### src/rtl/adder_arb_pkg.sv
// Shared definitions for the nibble-serial shared adder: widths, FSM states, requester ID.
package adder_arb_pkg;

  localparam int unsigned NIB = 4;
  localparam int unsigned W   = 2 * NIB;

  typedef enum logic [1:0] {
    IDLE = 2'd0,
    LO   = 2'd1,
    HI   = 2'd2,
    DONE = 2'd3
  } state_e;

  typedef logic req_id_t;

endpackage

### src/rtl/nibble_adder4.sv
// Combinational ripple-carry adder: NIB-bit a + b + cin -> (NIB+1)-bit sum, carry in the MSB.
module nibble_adder4
  import adder_arb_pkg::*;
(
  input  logic [NIB-1:0] a,
  input  logic [NIB-1:0] b,
  input  logic           cin,
  output logic [NIB:0]   sum
);

  logic c;

  always_comb begin
    sum = '0;
    c   = cin;
    for (int unsigned i = 0; i < NIB; i++) begin
      sum[i] = a[i] ^ b[i] ^ c;
      c      = (a[i] & b[i]) | (c & (a[i] ^ b[i]));
    end
    sum[NIB] = c;
  end

endmodule

### src/rtl/adder_share_arbiter.sv
// Two-requester round-robin front end sharing one nibble adder; each 8-bit add runs
// low nibble then high nibble, and the 9-bit result is returned over a valid/ready port.
module adder_share_arbiter #(
  parameter int unsigned NREQ = 2,
  parameter int unsigned W    = 8
) (
  input  logic         clk,
  input  logic         rst,
  input  logic         req0_valid,
  output logic         req0_ready,
  input  logic [W-1:0] req0_a,
  input  logic [W-1:0] req0_b,
  input  logic         req1_valid,
  output logic         req1_ready,
  input  logic [W-1:0] req1_a,
  input  logic [W-1:0] req1_b,
  output logic         res_valid,
  input  logic         res_ready,
  output logic [W:0]   res_sum,
  output logic         res_id,
  output logic         busy
);

  import adder_arb_pkg::*;

  if (NREQ != 2 || W != 2 * NIB) begin : g_bad_cfg
    $error("adder_share_arbiter supports only NREQ=2 and W=2*NIB");
  end

  state_e         state_q,  state_d;
  logic           prio_q,   prio_d;
  logic [W-1:0]   op_a_q,   op_a_d;
  logic [W-1:0]   op_b_q,   op_b_d;
  req_id_t        id_q,     id_d;
  logic [NIB-1:0] sum_lo_q, sum_lo_d;
  logic           c_lo_q,   c_lo_d;
  logic [NIB:0]   sum_hi_q, sum_hi_d;

  logic           grant0, grant1, accept;
  logic [NIB-1:0] add_a, add_b;
  logic           add_cin;
  logic [NIB:0]   add_sum;

  // prio breaks ties only; a lone valid requester is always granted.
  always_comb begin
    grant0     = req0_valid && (!req1_valid || !prio_q);
    grant1     = req1_valid && (!req0_valid ||  prio_q);
    req0_ready = (state_q == IDLE) && grant0;
    req1_ready = (state_q == IDLE) && grant1;
    accept     = req0_ready || req1_ready;
  end

  // The FSM state steers the single adder onto the low or high nibble pass.
  always_comb begin
    add_a   = op_a_q[NIB-1:0];
    add_b   = op_b_q[NIB-1:0];
    add_cin = 1'b0;
    if (state_q == HI) begin
      add_a   = op_a_q[W-1:NIB];
      add_b   = op_b_q[W-1:NIB];
      add_cin = c_lo_q;
    end
  end

  nibble_adder4 u_core (
    .a   (add_a),
    .b   (add_b),
    .cin (add_cin),
    .sum (add_sum)
  );

  always_comb begin
    state_d  = state_q;
    prio_d   = prio_q;
    op_a_d   = op_a_q;
    op_b_d   = op_b_q;
    id_d     = id_q;
    sum_lo_d = sum_lo_q;
    c_lo_d   = c_lo_q;
    sum_hi_d = sum_hi_q;
    case (state_q)
      IDLE: begin
        if (accept) begin
          state_d = LO;
          id_d    = req1_ready;
          op_a_d  = req1_ready ? req1_a : req0_a;
          op_b_d  = req1_ready ? req1_b : req0_b;
          prio_d  = ~req1_ready;
        end
      end
      LO: begin
        sum_lo_d = add_sum[NIB-1:0];
        c_lo_d   = add_sum[NIB];
        state_d  = HI;
      end
      HI: begin
        sum_hi_d = add_sum;
        state_d  = DONE;
      end
      DONE: begin
        if (res_ready) begin
          state_d = IDLE;
        end
      end
      default: state_d = IDLE;
    endcase
  end

  always_ff @(posedge clk) begin
    if (rst) begin
      state_q  <= IDLE;
      prio_q   <= 1'b0;
      op_a_q   <= '0;
      op_b_q   <= '0;
      id_q     <= 1'b0;
      sum_lo_q <= '0;
      c_lo_q   <= 1'b0;
      sum_hi_q <= '0;
    end else begin
      state_q  <= state_d;
      prio_q   <= prio_d;
      op_a_q   <= op_a_d;
      op_b_q   <= op_b_d;
      id_q     <= id_d;
      sum_lo_q <= sum_lo_d;
      c_lo_q   <= c_lo_d;
      sum_hi_q <= sum_hi_d;
    end
  end

  always_comb begin
    res_valid = (state_q == DONE);
    res_sum   = {sum_hi_q, sum_lo_q};
    res_id    = id_q;
    busy      = (state_q != IDLE);
  end

endmodule

### config.mk
export PLATFORM = sky130hd
export DESIGN_NAME = adder_share_arbiter
export DESIGN_NICKNAME = d
export VERILOG_FILES = /design/src/rtl/adder_arb_pkg.sv /design/src/rtl/nibble_adder4.sv /design/src/rtl/adder_share_arbiter.sv
export SDC_FILE = /design/constraint.sdc
export NUM_CORES = 1
export LEC_CHECK = 0
export CAP_MARGIN = 0
export CORE_UTILIZATION = 43
export CTS_BUF_LIST = sky130_fd_sc_hd__clkbuf_8
export CTS_CLUSTER_DIAMETER = 40
export DETAILED_ROUTE_END_ITERATION = 10
export PLACE_DENSITY_LB_ADDON = 0.25
export SLEW_MARGIN = 20
export SYNTH_ARGS = -nofsm -noshare
export SYNTH_HDL_FRONTEND = slang
export SYNTH_SLANG_ARGS = --single-unit
### constraint.sdc
create_clock -name clk -period 2.9 [get_ports clk]
set_clock_uncertainty 0.15 [all_clocks]
set_input_delay 0.58 -clock clk [delete_from_list [all_inputs] [get_ports clk]]
set_output_delay 0.58 -clock clk [all_outputs]
set_load 0.02 [all_outputs]
==> metrics.md, run 1 <==
| Metric | Value |
|---|---|
| Synth cell count leaders | `dfxtp_1 (30), nor2_1 (17), inv_1 (12), a221o_1 (11), mux2i_1 (11)` |
| Initial DRC Count | `69` |
| Synth top area share | `37.5%` |
| Vias in the first global route | `1355` |
| Vias/cell | `5.18` |
| Antenna Nets Post-Route | `0` |
| Crit path from | `state_q[0]$_SDFFE_PP0P_` |
| Final setup margin | `0.102 ns` |
| Worst reg2reg path depth | `10` |
| Buffers on Ports | `50` |
| Part of the power in the clock network | `16.8%` |
| Async SR Flop Fraction | `0%` |
| Netlist Area Pre-Place | `0.00160 sq mm` |
| Status | `completed` |
| Sequential share of the synthesized area | `37.5%` |
| Post-DP Area | `0.00215 sq mm` |
| TritonCTS Buffers | `5` |
| Logic gate share of total power | `50.7%` |
| # setup viols final | `0` |
| Max_cap viols | `0` |
| Clock Latency Late Sink | `0.27 ns` |
| Reg-to-reg slack, setup | `0.10 ns` |
| Critical Path AT | `2.81 ns` |
| Register bit count reported by yosys | `30` |
| Crit Reg-Reg Startpoint | `state_q[0]$_SDFFE_PP0P_` |
| Number of synthesized flops with an enable pin | `0` |
| DP Cell Count | `243` |
| Place WS | `-0.0449 ns` |
| Via count | `1289` |
| Final core occ | `66.0%` |
| Synth area leaders | `dfxtp_1 (37%), nor3b_2 (7.0%), a221o_1 (6.9%)` |
| Max frequency | `357 MHz` |
| Layout fillers | `268` |
| Detailed Place HPWL | `2880 um` |
| Number of I/O pins | `51` |
| Syn_area_per_cell | `10.9 sq um` |
| WL final | `3720 um` |
| Synth Net Count | `193` |
| Synth warnings | `0` |
| Die area | `0.00398 sq mm` |
| Commonest register cell after synthesis | `dfxtp_1` |
| Die W | `63.1 um` |
| Num rows | `21` |
| Pin count of the biggest net entering global routing | `16` |
| Total power | `1.91 mW` |
| DIE HEIGHT | `63.1 um` |
| Fraction of layout cells with a size suffix above 1 | `20.2%` |
| Crit Path Class | `register to register` |
| Clock slew at reported path FFs | `0.06 ns` |
| Worst slew pin tran | `0.879 ns` |
| Count leader, synth | `dfxtp_1` |
| Antenna violations before repair | `0` |
| P_leak | `0.884 nW` |
| Hold WS | `0.343 ns` |
| Area of the multi-input gates | `892 sq um` |
| ANT cells | `0` |
| Final std cell area, no fill | `0.00227 sq mm` |
| Final-stage net count | `250` |
| TritonCTS clock tree | `yes` |
| CTS H-tree depth | `2` |
| Non-filler cells, final | `249` |
| Switching share of power | `36.5%` |
| Routed length per instance | `15.0 um` |
| Clk buf depth | `2` |
| CTS Hold Bufs | `0` |
| Final Max Slew Viols | `0` |
| Synth cell types | `30` |
| Post-layout min period | `2.80 ns` |
| CP endpoint kind | `register` |
| Setup TNS | `0 ns` |
| Yosys top cell by area | `dfxtp_1` |
| Register area | `601 sq um` |
| PD cells | `839 mW/mm^2` |
| GPL Wtd Cong | `0.798` |
| GRT Total Usage | `20.1%` |
| Cell-internal power | `1.21 mW` |
| Sinks on Clock Net | `30` |
| Peak supply drop | `0.000384 V` |
| Critical Path RT | `2.91 ns` |
| Sw power | `0.697 mW` |
| Hold Violations, Final | `0` |
| Fin crit share | `96.5%` |
| Layout Area Growth over Synthesis | `41.8%` |
| CP Max Fanout | `6` |
| Startpoint types | `register` |
| Gate Count Post-Synth | `147` |
| Worst Hold Class | `register to register` |
| Remaining global-route overflow | `0` |
| Placeable Area | `0.00344 sq mm` |
| FF-to-FF End | `sum_lo_q[3]$_SDFFE_PP0N_` |
| Slew HR | `41.3%` |
| DR pass1 iterations | `4` |
| Effective utilization at floorplan | `46.6%` |
| DRC | `0` |
| First-pass GRT wire length | `6120 um` |
| Root Driver | `clkbuf_8` |
| Sequential share of power | `32.5%` |
| Crit path capture | `sum_lo_q[3]$_SDFFE_PP0N_` |
-- power groups by stage --
stage	logic (mW)	registers, mW	clock network [mW]
2_1_floorplan	0.582	0.645	0
3_3_place_gp	0.898	0.611	0
3_5_place_dp	0.935	0.615	0
4_1_cts	0.940	0.607	0.324
5_1_grt	1.05	0.631	0.343
6_report	0.968	0.620	0.320
-- cell type report --
cell class                      count  area share, %
Clock buffer                        6           3.63
Inverter                           12           1.98
Multi-Input combinational cell     94           39.2
Sequential cell                    30           26.4
Tap cell                           46           2.53
Timing Repair Buffer               61           26.2
-- sequential cells by signal (all words and copies together), names as in the netlist --
| name | count |
|---|---|
| c_lo_q | 1 |
| state_q | 2 |
| op_a_q | 8 |
| res_id | 1 |
| sum_hi_q | 5 |
| op_b_q | 8 |
| sum_lo_q | 4 |
| prio_q | 1 |
-- metal layers --
metal	global-route usage, %	routed length (um)	vias to the layer above
met5	0	0	-
met4	7.85	30	0
met3	4.89	130	4
met2	35.3	1890	31
met1	23.1	1670	612
li1	-	-	642
-- worst max-delay path, cell delays in order (launching register included) --
cell and delay (ns):
dfxtp_1 0.32, inv_1 0.12, ha_4 0.23, mux2i_4 0.26, fa_1 0.19, inv_1 0.05, fa_1 0.38, fa_2 0.35
fa_1 0.46, mux2i_1 0.14, nor2_1 0.05
-- placed cells by master (no fill, tap or decap), types with 6 or more instances in the layout --
cell,instances
inv_1,12
clkbuf_8,6
a221o_1,11
mux2_2,6
nor3b_2,9
nor2_1,17
clkdlybuf4s50_1,50
dfxtp_1,30
buf_4,10
mux2i_1,9
-- logic make-up after synthesis --
group                    Yosys count  synth area share [%]
AND/OR/NAND/NOR                   36                  14.4
buffers and inverters             23                  9.37
adder cells (fa/ha/maj)            9                  8.90
multiplexers                      17                  11.1
flip-flops                        30                  37.5
AO/OA/AOI/OAI                     32                  18.7
-- what timing repair did --
item / 4_1_cts / 5_1_grt
setup endpoints to repair: 2 / 4
buffers inserted: 0 / 0
resized for setup: 1 / 6
-- how the worst min path moves through the flow --
stage	start	endpoint	slack, ns	cells past startpoint
final	sum_lo_q[0]$_SDFFE_PP0N_	sum_lo_q[0]$_SDFFE_PP0N_	0.34	2
after global routing	sum_lo_q[0]$_SDFFE_PP0N_	sum_lo_q[0]$_SDFFE_PP0N_	0.37	2
after CTS	sum_lo_q[0]$_SDFFE_PP0N_	sum_lo_q[0]$_SDFFE_PP0N_	0.35	2
after detailed placement	sum_hi_q[1]$_SDFFE_PP0N_	sum_hi_q[1]$_SDFFE_PP0N_	0.34	2
after global placement	sum_hi_q[0]$_SDFFE_PP0N_	sum_hi_q[0]$_SDFFE_PP0N_	0.31	2
after floorplan	c_lo_q$_SDFFE_PP0N_	c_lo_q$_SDFFE_PP0N_	0.31	2
Power figures use the tool's default switching activity.
==> inputs of run 2 (changes only) <==
CAP_MARGIN = not set   (was 0)
HOLD_SLACK_MARGIN = 0.05   (was not set)
SETUP_SLACK_MARGIN = 0.1   (was not set)
==> run 2 against run 1 <==
Net effect: cell count is 1.6% higher; worst setup slack better by 0.057 ns; clock power is 7.8% higher; sequential power is 0.8% lower; fmax is 2.1% higher; first-iteration DRC count is 10% lower; die area stayed put; largest cell class unchanged; largest power group unchanged.
==> metrics.md, run 2 (synthesized netlist as in run 1, its figures left out) <==
| Metric | Value |
|---|---|
| Status | `completed` |
| Clock Latency Late Sink | `0.28 ns (about the same)` |
| Max frequency | `365 MHz (+2.1%)` |
| Clock slew at reported path FFs | `0.06 ns (about the same)` |
| Final Max Slew Viols | `0 (unchanged)` |
| Top flop regs | `op_a_q (8), op_b_q (8), sum_hi_q (5)` |
| Non-filler cells, final | `253 (+1.6%)` |
| Antenna violations before repair | `0 (unchanged)` |
| CP Max Fanout | `6 (unchanged)` |
| Post-layout min period | `2.74 ns (-0.0572 ns)` |
| CP endpoint kind | `register` |
| DR pass1 iterations | `4 (unchanged)` |
| First-pass GRT wire length | `6140 um (+0.34%)` |
| Reg-to-reg slack, setup | `0.16 ns (+0.06 ns)` |
| Place WS | `-0.103 ns (-0.0583 ns)` |
| Worst reg2reg path depth | `10 (unchanged)` |
| Effective utilization at floorplan | `46.6% (unchanged)` |
| DRC | `0 (unchanged)` |
| Hold WS | `0.336 ns (-0.00740 ns)` |
| Startpoint types | `register` |
| PD cells | `842 mW/mm^2 (+0.31%)` |
| Critical Path RT | `2.91 ns (about the same)` |
| TritonCTS Buffers | `5 (unchanged)` |
| TritonCTS clock tree | `yes` |
| Setup TNS | `0 ns (unchanged)` |
| Crit Reg-Reg Startpoint | `state_q[0]$_SDFFE_PP0P_` |
| CTS Hold Bufs | `0 (unchanged)` |
| Fin crit share | `94.5% (-2.0 points)` |
| Clk buf depth | `2 (unchanged)` |
| WL final | `3840 um (+3.1%)` |
| ANT cells | `0 (unchanged)` |
| Number of I/O pins | `51 (unchanged)` |
| Unrepaired setup endpoints after global routing | `true` |
| Sw power | `0.707 mW (+1.5%)` |
| Final-stage net count | `252 (+0.80%)` |
| Layout Area Growth over Synthesis | `42.7%` |
| Slew HR | `45.1% (+3.8 points)` |
| Die area | `0.00398 sq mm (unchanged)` |
| # setup viols final | `0 (unchanged)` |
| Hold Violations, Final | `0 (unchanged)` |
| CTS H-tree depth | `2 (unchanged)` |
| Remaining global-route overflow | `0 (unchanged)` |
| Fraction of layout cells with a size suffix above 1 | `24.2% (+4.0 points)` |
| Cell-internal power | `1.22 mW (+0.58%)` |
| DIE HEIGHT | `63.1 um (unchanged)` |
| Switching share of power | `36.7% (+0.21 points)` |
| FF-to-FF End | `sum_hi_q[3]$_SDFFE_PP0N_` |
| Worst slew pin tran | `0.822 ns (-0.0562 ns)` |
| Routed length per instance | `15.2 um (+1.5%)` |
| Via count | `1343 (+4.2%)` |
| Antenna Nets Post-Route | `0 (unchanged)` |
| Max_cap viols | `0 (unchanged)` |
| Final setup margin | `0.160 ns (+0.0572 ns)` |
| Commonest non-fill, non-tap cell in the layout | `clkdlybuf4s50_1` |
| Initial DRC Count | `62 (-10%)` |
| Worst Hold Class | `register to register` |
| Crit Path Class | `register to register` |
| Final core occ | `66.4% (+0.40 points)` |
| Vias in the first global route | `1345 (-0.74%)` |
| Die W | `63.1 um (unchanged)` |
| Part of the power in the clock network | `17.9% (+1.1 points)` |
| GPL Wtd Cong | `0.827 (+3.6%)` |
| Critical Path AT | `2.75 ns (-0.06 ns)` |
| Most frequent cells in the layout | `clkdlybuf4s50_1 (49), dfxtp_1 (29), nor2_1 (17)` |
| Placeable Area | `0.00344 sq mm (unchanged)` |
| Vias/cell | `5.31 (+2.5%)` |
| Crit path capture | `sum_hi_q[3]$_SDFFE_PP0N_` |
| Sequential share of power | `31.9% (-0.6 points)` |
| Sinks on Clock Net | `30 (unchanged)` |
| Crit path from | `state_q[0]$_SDFFE_PP0P_` |
| GRT Total Usage | `20.7% (+0.58 points)` |
| Detailed Place HPWL | `2960 um (+2.8%)` |
| Pin count of the biggest net entering global routing | `24 (+8)` |
| Peak supply drop | `0.000492 V (+28%)` |
| Num rows | `21 (unchanged)` |
| Root Driver | `clkbuf_8` |
| P_leak | `0.907 nW (+2.7%)` |
| DP Cell Count | `242 (-0.41%)` |
| Logic gate share of total power | `50.2% (-0.5 points)` |
| Buffers on Ports | `50 (unchanged)` |
## run 2: how the worst min path moves through the flow
| stage | end | slack, ns | start | cells past startpoint |
|---|---|---|---|---|
| floorplan | c_lo_q$_SDFFE_PP0N_ | 0.31 | c_lo_q$_SDFFE_PP0N_ | 2 |
| global placement | sum_lo_q[0]$_SDFFE_PP0N_ | 0.31 | sum_lo_q[0]$_SDFFE_PP0N_ | 2 |
| detailed placement | sum_lo_q[0]$_SDFFE_PP0N_ | 0.33 | sum_lo_q[0]$_SDFFE_PP0N_ | 2 |
| CTS | sum_hi_q[0]$_SDFFE_PP0N_ | 0.34 | sum_hi_q[0]$_SDFFE_PP0N_ | 2 |
| global route | sum_hi_q[0]$_SDFFE_PP0N_ | 0.36 | sum_hi_q[0]$_SDFFE_PP0N_ | 2 |
| finish | sum_hi_q[0]$_SDFFE_PP0N_ | 0.34 | sum_hi_q[0]$_SDFFE_PP0N_ | 2 |
## run 2: stage by stage
stage	total power, mW	instance area [sq um]
final	1.93	2290
after CTS	1.93	2270
after detailed placement	1.54	2140
after global routing	2.05	2290
after floorplan	1.25	1630
after global placement	1.51	2140
## run 2: routing by layer
metal / wire length (um) / track usage [%] / share of wire (%)
met2: 1880 / 35.3 / 49
met1: 1660 / 22.7 / 43
met5: 0 / 0 / 0
met3: 200 / 7.07 / 5.2
met4: 93 / 9.59 / 2.4
## run 2: critical path: stages, from the launching register on
cell     delay [ns]
dfxtp_2        0.33
inv_2          0.07
ha_4           0.20
mux2i_2        0.25
fa_2           0.23
inv_2          0.04
fa_2           0.33
fa_2           0.35
fa_1           0.47
mux2i_1        0.15
nor2_1         0.05
## run 2: what timing repair did
item	in CTS	in global routing
buffers inserted	2	1
pin swaps	1	1
resized for setup	4	4
setup endpoints to repair	4	6
## run 2: cell type report
cell class | instances | area, sq um
clock buffer | 6 | 82.6
clock inverter | 2 | 8.76
fill | 288 | 1150
inverter | 12 | 45.0
multi-input combinational | 94 | 891
sequential | 30 | 602
tap | 46 | 57.6
timing repair buffer | 63 | 601
## run 2: power groups by stage
stage	clock network, mW	registers [mW]	logic, mW
2_1_floorplan	0	0.649	0.603
3_3_place_gp	0	0.613	0.892
3_5_place_dp	0	0.616	0.928
4_1_cts	0.354	0.616	0.962
5_1_grt	0.378	0.629	1.05
6_report	0.345	0.615	0.966
